`src/rtl/rgb_rx.sv`:
```
// rgb_rx: parallel RGB video receiver.
//   Captures pixels framed by vsync/de, tags each one with its (x, y)
//   coordinate and start-of-frame / end-of-line / end-of-frame markers,
//   and flags malformed lines and frames.
// Ports:
//   clk                : sole clock, rising edge
//   reset              : synchronous, active-low
//   r, g, b            : incoming colour channels (COLOR_BITS each)
//   vsync, hsync, de   : active-high sync / data-enable
//   color              : captured pixel {r,g,b}
//   x, y               : coordinate of color
//   valid              : color/x/y hold a pixel this cycle
//   sof, eol, eof      : markers, only ever high together with valid
//   line_err, frame_err: one-cycle error pulses
//   locked             : high once a vsync rising edge has been seen
module rgb_rx #(
  parameter int X_WIDTH    = 64,
  parameter int Y_WIDTH    = 64,
  parameter int COLOR_BITS = 8
) (
  input  logic                         clk,
  input  logic                         reset,
  input  logic [COLOR_BITS-1:0]        r,
  input  logic [COLOR_BITS-1:0]        g,
  input  logic [COLOR_BITS-1:0]        b,
  input  logic                         vsync,
  input  logic                         hsync,
  input  logic                         de,
  output logic [3*COLOR_BITS-1:0]      color,
  output logic [$clog2(X_WIDTH)-1:0]   x,
  output logic [$clog2(Y_WIDTH)-1:0]   y,
  output logic                         valid,
  output logic                         sof,
  output logic                         eol,
  output logic                         eof,
  output logic                         line_err,
  output logic                         frame_err,
  output logic                         locked
);

  localparam int XW = $clog2(X_WIDTH);
  localparam int YW = $clog2(Y_WIDTH);
  // Pixel counter must be able to hold X_WIDTH itself ("line full").
  localparam int CW = $clog2(X_WIDTH + 1);

  localparam logic [CW-1:0] X_FULL = CW'(X_WIDTH);
  localparam logic [CW-1:0] X_LAST = CW'(X_WIDTH - 1);
  localparam logic [YW-1:0] Y_LAST = YW'(Y_WIDTH - 1);

  typedef enum logic [2:0] {
    IDLE,
    SYNC,
    ACTIVE,
    LINE_GAP,
    DROP
  } state_t;

  // Input stage
  logic [COLOR_BITS-1:0] r_q, g_q, b_q;
  logic                  vs_q, hs_q, de_q, vs_prev;

  // FSM and counters
  state_t                state, state_n;
  logic [CW-1:0]         cnt, cnt_n;
  logic [YW-1:0]         line_q, line_n;
  logic                  ovf, ovf_n;

  // Next values of registered outputs
  logic [3*COLOR_BITS-1:0] color_n;
  logic [XW-1:0]           x_n;
  logic [YW-1:0]           y_n;
  logic                    valid_n, sof_n, eol_n, eof_n;
  logic                    le_n, fe_n, locked_n;

  // Pixel emission request from the FSM
  logic                    pix_en, pix_sof;
  logic [CW-1:0]           pix_x;
  logic [YW-1:0]           pix_y;

  logic                    vs_rise;
  assign vs_rise = vs_q & ~vs_prev;

  always_comb begin
    state_n  = state;
    cnt_n    = cnt;
    line_n   = line_q;
    ovf_n    = ovf;
    color_n  = color;
    x_n      = x;
    y_n      = y;
    valid_n  = 1'b0;
    sof_n    = 1'b0;
    eol_n    = 1'b0;
    eof_n    = 1'b0;
    le_n     = 1'b0;
    fe_n     = 1'b0;
    locked_n = locked;
    pix_en   = 1'b0;
    pix_sof  = 1'b0;
    pix_x    = '0;
    pix_y    = '0;

    // hsync during a data cycle is a line error in any locked state.
    if (state != IDLE && hs_q && de_q) le_n = 1'b1;

    if (state == IDLE) begin
      if (vs_rise) begin
        state_n  = SYNC;
        locked_n = 1'b1;
        cnt_n    = '0;
        line_n   = '0;
        ovf_n    = 1'b0;
      end
    end else if (vs_rise) begin
      // vsync wins over de; a frame is complete only if the last line
      // ended (LINE_GAP) on line Y_WIDTH-1, or it was already overlong.
      state_n = SYNC;
      cnt_n   = '0;
      line_n  = '0;
      ovf_n   = 1'b0;
      x_n     = '0;
      y_n     = '0;
      if (state == ACTIVE) begin
        le_n = 1'b1;
        fe_n = 1'b1;
      end else if (state == SYNC || (state == LINE_GAP && line_q != Y_LAST)) begin
        fe_n = 1'b1;
      end
    end else begin
      case (state)
        SYNC: begin
          if (de_q) begin
            pix_en  = 1'b1;
            pix_sof = 1'b1;
            cnt_n   = CW'(1);
            ovf_n   = 1'b0;
            state_n = ACTIVE;
          end
        end
        ACTIVE: begin
          if (de_q) begin
            if (cnt != X_FULL) begin
              pix_en = 1'b1;
              pix_x  = cnt;
              pix_y  = line_q;
              cnt_n  = cnt + 1'b1;
            end else if (!ovf) begin
              // First excess pixel of a long line: report once, then
              // swallow the rest until de falls.
              le_n  = 1'b1;
              ovf_n = 1'b1;
            end
          end else begin
            state_n = LINE_GAP;
            if (cnt != X_FULL) le_n = 1'b1;
          end
        end
        LINE_GAP: begin
          if (de_q) begin
            if (line_q == Y_LAST) begin
              fe_n    = 1'b1;
              state_n = DROP;
            end else begin
              line_n  = line_q + 1'b1;
              pix_en  = 1'b1;
              pix_y   = line_q + 1'b1;
              cnt_n   = CW'(1);
              ovf_n   = 1'b0;
              state_n = ACTIVE;
            end
          end
        end
        default: ;  // DROP waits for vsync
      endcase
    end

    if (pix_en) begin
      valid_n = 1'b1;
      color_n = {r_q, g_q, b_q};
      x_n     = pix_x[XW-1:0];
      y_n     = pix_y;
      sof_n   = pix_sof;
      eol_n   = (pix_x == X_LAST);
      eof_n   = (pix_x == X_LAST) && (pix_y == Y_LAST);
    end
  end

  always_ff @(posedge clk) begin
    if (!reset) begin
      r_q       <= '0;
      g_q       <= '0;
      b_q       <= '0;
      vs_q      <= 1'b0;
      hs_q      <= 1'b0;
      de_q      <= 1'b0;
      vs_prev   <= 1'b0;
      state     <= IDLE;
      cnt       <= '0;
      line_q    <= '0;
      ovf       <= 1'b0;
      color     <= '0;
      x         <= '0;
      y         <= '0;
      valid     <= 1'b0;
      sof       <= 1'b0;
      eol       <= 1'b0;
      eof       <= 1'b0;
      line_err  <= 1'b0;
      frame_err <= 1'b0;
      locked    <= 1'b0;
    end else begin
      r_q       <= r;
      g_q       <= g;
      b_q       <= b;
      vs_q      <= vsync;
      hs_q      <= hsync;
      de_q      <= de;
      vs_prev   <= vs_q;
      state     <= state_n;
      cnt       <= cnt_n;
      line_q    <= line_n;
      ovf       <= ovf_n;
      color     <= color_n;
      x         <= x_n;
      y         <= y_n;
      valid     <= valid_n;
      sof       <= sof_n;
      eol       <= eol_n;
      eof       <= eof_n;
      line_err  <= le_n;
      frame_err <= fe_n;
      locked    <= locked_n;
    end
  end

endmodule
```
`config.mk`:
```
export PLATFORM = sky130hd
export DESIGN_NAME = rgb_rx
export DESIGN_NICKNAME = d
export VERILOG_FILES = /design/src/rtl/rgb_rx.sv
export SDC_FILE = /design/constraint.sdc
export NUM_CORES = 1
export LEC_CHECK = 0
export CAP_MARGIN = 20
export CORE_MARGIN = 1.5
export CORE_UTILIZATION = 35
export DETAILED_ROUTE_END_ITERATION = 12
export GPL_ROUTABILITY_DRIVEN = 0
export PLACE_DENSITY = 0.69
export SETUP_SLACK_MARGIN = 0.3
export SYNTH_ARGS = -nofsm -noshare
export SYNTH_HDL_FRONTEND = slang
export SYNTH_SLANG_ARGS = --single-unit
```
`constraint.sdc`:
```
create_clock -name clk -period 3.3 [get_ports clk]
set_input_delay 0.66 -clock clk [delete_from_list [all_inputs] [get_ports clk]]
set_output_delay 0.66 -clock clk [all_outputs]
set_load 0.01 [all_outputs]
```
-- Word-level counts from Yosys, hierarchy flattened
Cells that the tools add are included.
Widths: inputs -> output; s select.
- input bits: 29
- output and inout bits: 43
- bits in registers: 88
- memories kept: 0
- word-level logic and storage cells: 137
- ROM bits: 0
- bits in writable memories: 0
- latch bits: 0
- divide/modulo/power cells: 0
- $add $sub $neg: 2
- bitwise logic cells: 5
- equality and inequality tests: 18
- shift-type cells: 0
- muxes and demuxes: 71
- reduce and logical (&&, ||, !) cells: 20
- magnitude comparators: 0
- multiply operators: 0
- operators by type and width (kind ; count):
    $mux 7 ; 13
    $mux 6 ; 15
    $mux 1 ; 31
    $mux 3 ; 7
    $pmux 7 s3 ; 1
    $ne 3x3->1 const B ; 6
    $reduce_and 7->1 ; 2
    $eq 6x6->1 const B ; 2
    $pmux 6 s2 ; 1
    $pmux 3 s3 ; 1
    $add 7x1->7 const B ; 1
    $eq 7x6->1 const B ; 1
    $ne 7x7->1 const B ; 1
    $add 6x1->6 const B ; 1
    $eq 3x2->1 const B ; 2
    $ne 2x2->1 const B ; 3
    $ne 6x6->1 const B ; 1
    $pmux 1 s3 ; 2
    $reduce_and 2->1 ; 3
    $reduce_bool 2->1 ; 3
    $reduce_and 5->1 ; 1
    $reduce_or 5->1 ; 1
    $logic_and 1x1->1 ; 4
    $not 1->1 ; 4
    9 further kinds ; 9

-- Depth between registers and ports, before layout
- depth in word-level cells: 10
- gate-level depth with buffers: 9
- gate-level depth less buffers: 8

-- Worst setup path before layout
No wires, ideal clock.
- path type: register to register
- from: register line_q[0]
- to: register cnt[3]
- data required time: 3181 ps
- stages on the path, launching flop included: 8
- setup time: 119 ps
- arrival time: 1795 ps
- period minus slack after synthesis: 1915 ps
- path slack: 1385 ps
- path buffers: 1
- cells stage by stage: dfxtp_1 ha_1 and3_1 clkbuf_1 nand2_1 a311oi_4 or3_2 a21boi_1
- longest elaborated chain between the ends: 3
- ends and longest elaborated chain (element ; RTL line ; source):
    start: declaration ; 65 ; logic [YW-1:0] line_q, line_n;
    start signal: assignment ; 221 ; line_q <= line_n;
    $eq 6x6->1 ; 160 ; if (line_q == Y_LAST) begin
    $ne 3x3->1 (no line) ; -- ;
    $reduce_and 7->1 (no line) ; -- ;
    end signal: assignment ; 220 ; cnt <= cnt_n;
    end: declaration ; 64 ; logic [CW-1:0] cnt, cnt_n;
Every way passes these cells.
A chain may end at the register's enable or synchronous reset.

-- Worst setup path in the final report
- from: register line_q[0]
- to: register cnt[5]
Same word-level chain as after synthesis.

==> flow_metrics.py <==
metrics = {
    "detailed_routing": {
        "vias": 2702,
        "drtPass1Iterations": 4,
        "remaining_drc_errors": 0,
        "drt_iter0_drc": 110,
        "avgRoutedWirePerCell_um": 12.83,
        "vias_per_cell": 4.808,
        "ant_nets": 0,
        "routed_wl_um": 7213,
    },
    "layout": {
        "fin_area_um2": 4405,
        "regArea_um2": 1762,
        "multi_input_area_um2": 1540,
        "drive_gt1_share_pct": 6.467,
        "final_nets": 460,
        "finalNonFillerCells": 562,
        "nFillCells": 934,
        "diodes": 0,
        "syn_to_final_growth_pct": 28.41,
    },
    "yosys": {
        "mappedNetlistNets": 399,
        "ys_ff_latch": 88,
        "yosysSeqAreaShare_pct": 51.35,
        "ys_types": 54,
        "synth_top_area_share_pct": 51.35,
        "synth_area_leaders": "dfxtp_1 51%, nand2_1 6.1%, and2_1 5.3%",
        "yosysMostFrequentCell": "dfxtp_1",
        "ys_warn_count": 0,
        "ys_async_sr_fraction_pct": 0,
        "synth_edf_count": 0,
        "yosysTopAreaCell": "dfxtp_1",
        "synth_cells": 367,
        "synthesis.area_um2": 3431,
        "synth_flop_cell": "dfxtp_1",
        "ys_top_cells_by_count": "88 x dfxtp_1, 56 x nand2_1, 29 x and2_1",
        "synth_area_per_cell_um2": 9.348,
    },
    "placement": {
        "placed_cells": 546,
        "dpl_cell_area_um2": 4204,
        "post-place-ws_ns": 0.6972,
        "io_buffers": 71,
        "dpl.hpwl_um": 5068,
    },
    "clock_network": {
        "cts.sinks": 88,
        "clk_latency_ns": 0.35,
        "tritoncts": "done",
        "cts_made_buffers": 9,
        "cts_root_buffer": "clkbuf_8",
        "cts.path.max_buffers": 2,
        "ctsHoldBuffers": 0,
        "ctsResizeCount": 0,
        "htree_num_levels": 3,
        "path_clk_slew_ns": 0.09,
        "post_cts_buffers": 0,
    },
    "setup_path": {
        "critical-path-slowest-cell": "a31oi_4",
        "worstSetupPathType": "reg -> reg",
        "end_kind": "flop",
        "critPathRequiredTime_ns": 3.57,
        "ff2ff_setup_slack_ns": 0.92,
        "startpoint_type": "flop",
        "cp_num_buf_inv": 0,
        "critPathMaxFanout": 26,
        "cp.depth": 6,
        "crit_arrival_ns": 2.65,
        "rr_worst_depth": 6,
        "cpPeakStageDelay_ns": 0.69,
        "critPathTopFamily": "compound AO/OA/AOI/OAI gates",
        "r2r_start": "line_q[0]",
        "crit_chain": "ha_1 -> and3_1 -> nand2_1 -> a31oi_4 -> o21ai_0 -> a21oi_1",
        "r2r_end": "cnt[5]",
    },
    "min_path": {
        "hold_depth": 2,
        "min_delay_worst_endpoint": "color[7]",
        "min_from": "b_q[7]",
        "hold_path_class": "reg -> reg",
    },
    "power_and_ir_drop": {
        "vdd_drop_max_mv": 0.2037,
        "swShare_pct": 22.84,
        "clkPwrFrac_pct": 38.0,
        "internal-power_mw": 1.510,
        "cellPowerDensity_nw_per_um2": 444.2,
        "p_leak_nw": 1.524,
        "p_sw_uw": 447.0,
        "pwr-share-seq_pct": 56.2,
        "power_frac_comb_pct": 5.9,
    },
    "global_route": {
        "overflow": 0,
        "first_global_vias": 2569,
        "grt.total_usage_pct": 14.53,
        "grt_pass1_wl_um": 11910,
        "grt_max_degree": 58,
        "antenna_found_initial": 0,
    },
    "die": {
        "core_um2": 9371,
        "io_pins": 72,
        "start_util_pct": 36.61,
        "die_h_um": 102.0,
        "rows": 35,
        "die_area_um2": 10410,
        "fp.dieW_um": 102.0,
    },
    "timing": {
        "post-route-min-period_ns": 2.379,
        "rsz0062_at_grt": "no",
        "finClkSkew_ns": 0.01544,
        "fin_crit_sh_pct": 72.09,
        "relSlewSlack_pct": 49.51,
        "worst_pin_slew_ns": 0.7573,
        "setup_slack_ns": 0.9211,
        "hold_slack_ns": 0.4300,
        "finalHoldViolations": 0,
        "slew_violations": 0,
        "fmax_ghz": 0.4204,
        "setup-tns-final_ns": 0,
        "setup_violations": 0,
    },
    "job": {
        "cap_violations": 0,
    },
    "run_status": {
        "status": "finished, final reports clean",
    },
}
[tightest hold or removal path, stage by stage (launching register included)]
cell      delay [ns]
dfxtp_1         0.31
nand2_1         0.05
a21boi_1        0.05
[stage by stage]
stage,util [%],power (mW)
5_1_grt,47.01,2.051
2_1_floorplan,-,1.186
3_3_place_gp,44.86,1.239
6_report,47.01,1.957
4_1_cts,47.01,1.986
3_5_place_dp,44.86,1.240
[kinds of logic (layout without fill, tap and decap cells)]
group / count (synthesis) / after routing / share of synthesized area, %
compound gates: 89 / 89 / 19.18
xor+xnor: 4 / 4 / 1.021
fa+ha+maj: 3 / 3 / 1.094
buf+inv: 27 / 93 / 3.865
flops: 88 / 88 / 51.35
mux: 2 / 2 / 0.5835
simple gates: 154 / 154 / 22.90
[per-layer routing]
layer	vias to the layer above	GRT usage (%)	share of wire, %	routed length (um)
li1	1386	-	-	-
met1	1233	18.69	46	3346
met2	76	21.85	43	3097
met3	7	6.430	9.7	697
met4	0	4.742	0.98	71
met5	-	0	0	0
[sequential cells by signal, indices dropped and copies added (netlist names), 3 cells and up]
name and count:
r_q 8, cnt 7, y 6, state 3, g_q 8, x 6, color 24, b_q 8
line_q 6
[power groups by stage]
stage	clock network [mW]	registers, mW	logic [mW]
final	0.743	1.10	0.115
after global routing	0.822	1.10	0.126
after CTS	0.771	1.10	0.116
after detailed placement	0	1.12	0.116
after global placement	0	1.12	0.115
after floorplan	0	1.12	0.0675
[how the worst max path moves through the flow]
stage / start / to / slack, ns
6_report: line_q[0] / cnt[5] / 0.92
4_1_cts: line_q[0] / cnt[5] / 0.89
3_3_place_gp: reset / x[2] / 0.71
2_1_floorplan: line_q[0] / cnt[3] / 1.39
5_1_grt: line_q[0] / cnt[5] / 0.76
3_5_place_dp: reset / x[3] / 0.70
[layout make-up]
cell class	count	share of cell area (%)
Sequential cell	88	39.99
Multi-Input combinational cell	252	34.96
Timing Repair Buffer	73	16.47
Tap cell	129	3.664
Clock buffer	10	2.897
Clock inverter	6	1.676
Inverter	4	0.3408
[layout by cell type (no fill, tap or decap), drive strengths merged, types with 3 or more instances in the layout]
| cell type | count |
|---|---|
| or3 | 6 |
| nor2b | 7 |
| nand3 | 12 |
| clkdlybuf4s50 | 71 |
| a22o | 4 |
| nor2 | 19 |
| o21ai | 15 |
| ha | 3 |
| dfxtp | 88 |
| nand2b | 4 |
| a21boi | 30 |
| inv | 7 |
| and3 | 6 |
| nand2 | 56 |
| o2bb2ai | 6 |
| nor3 | 4 |
| and2 | 29 |
| clkbuf | 10 |
| a21oi | 15 |
(Power assumes the default switching activity.)
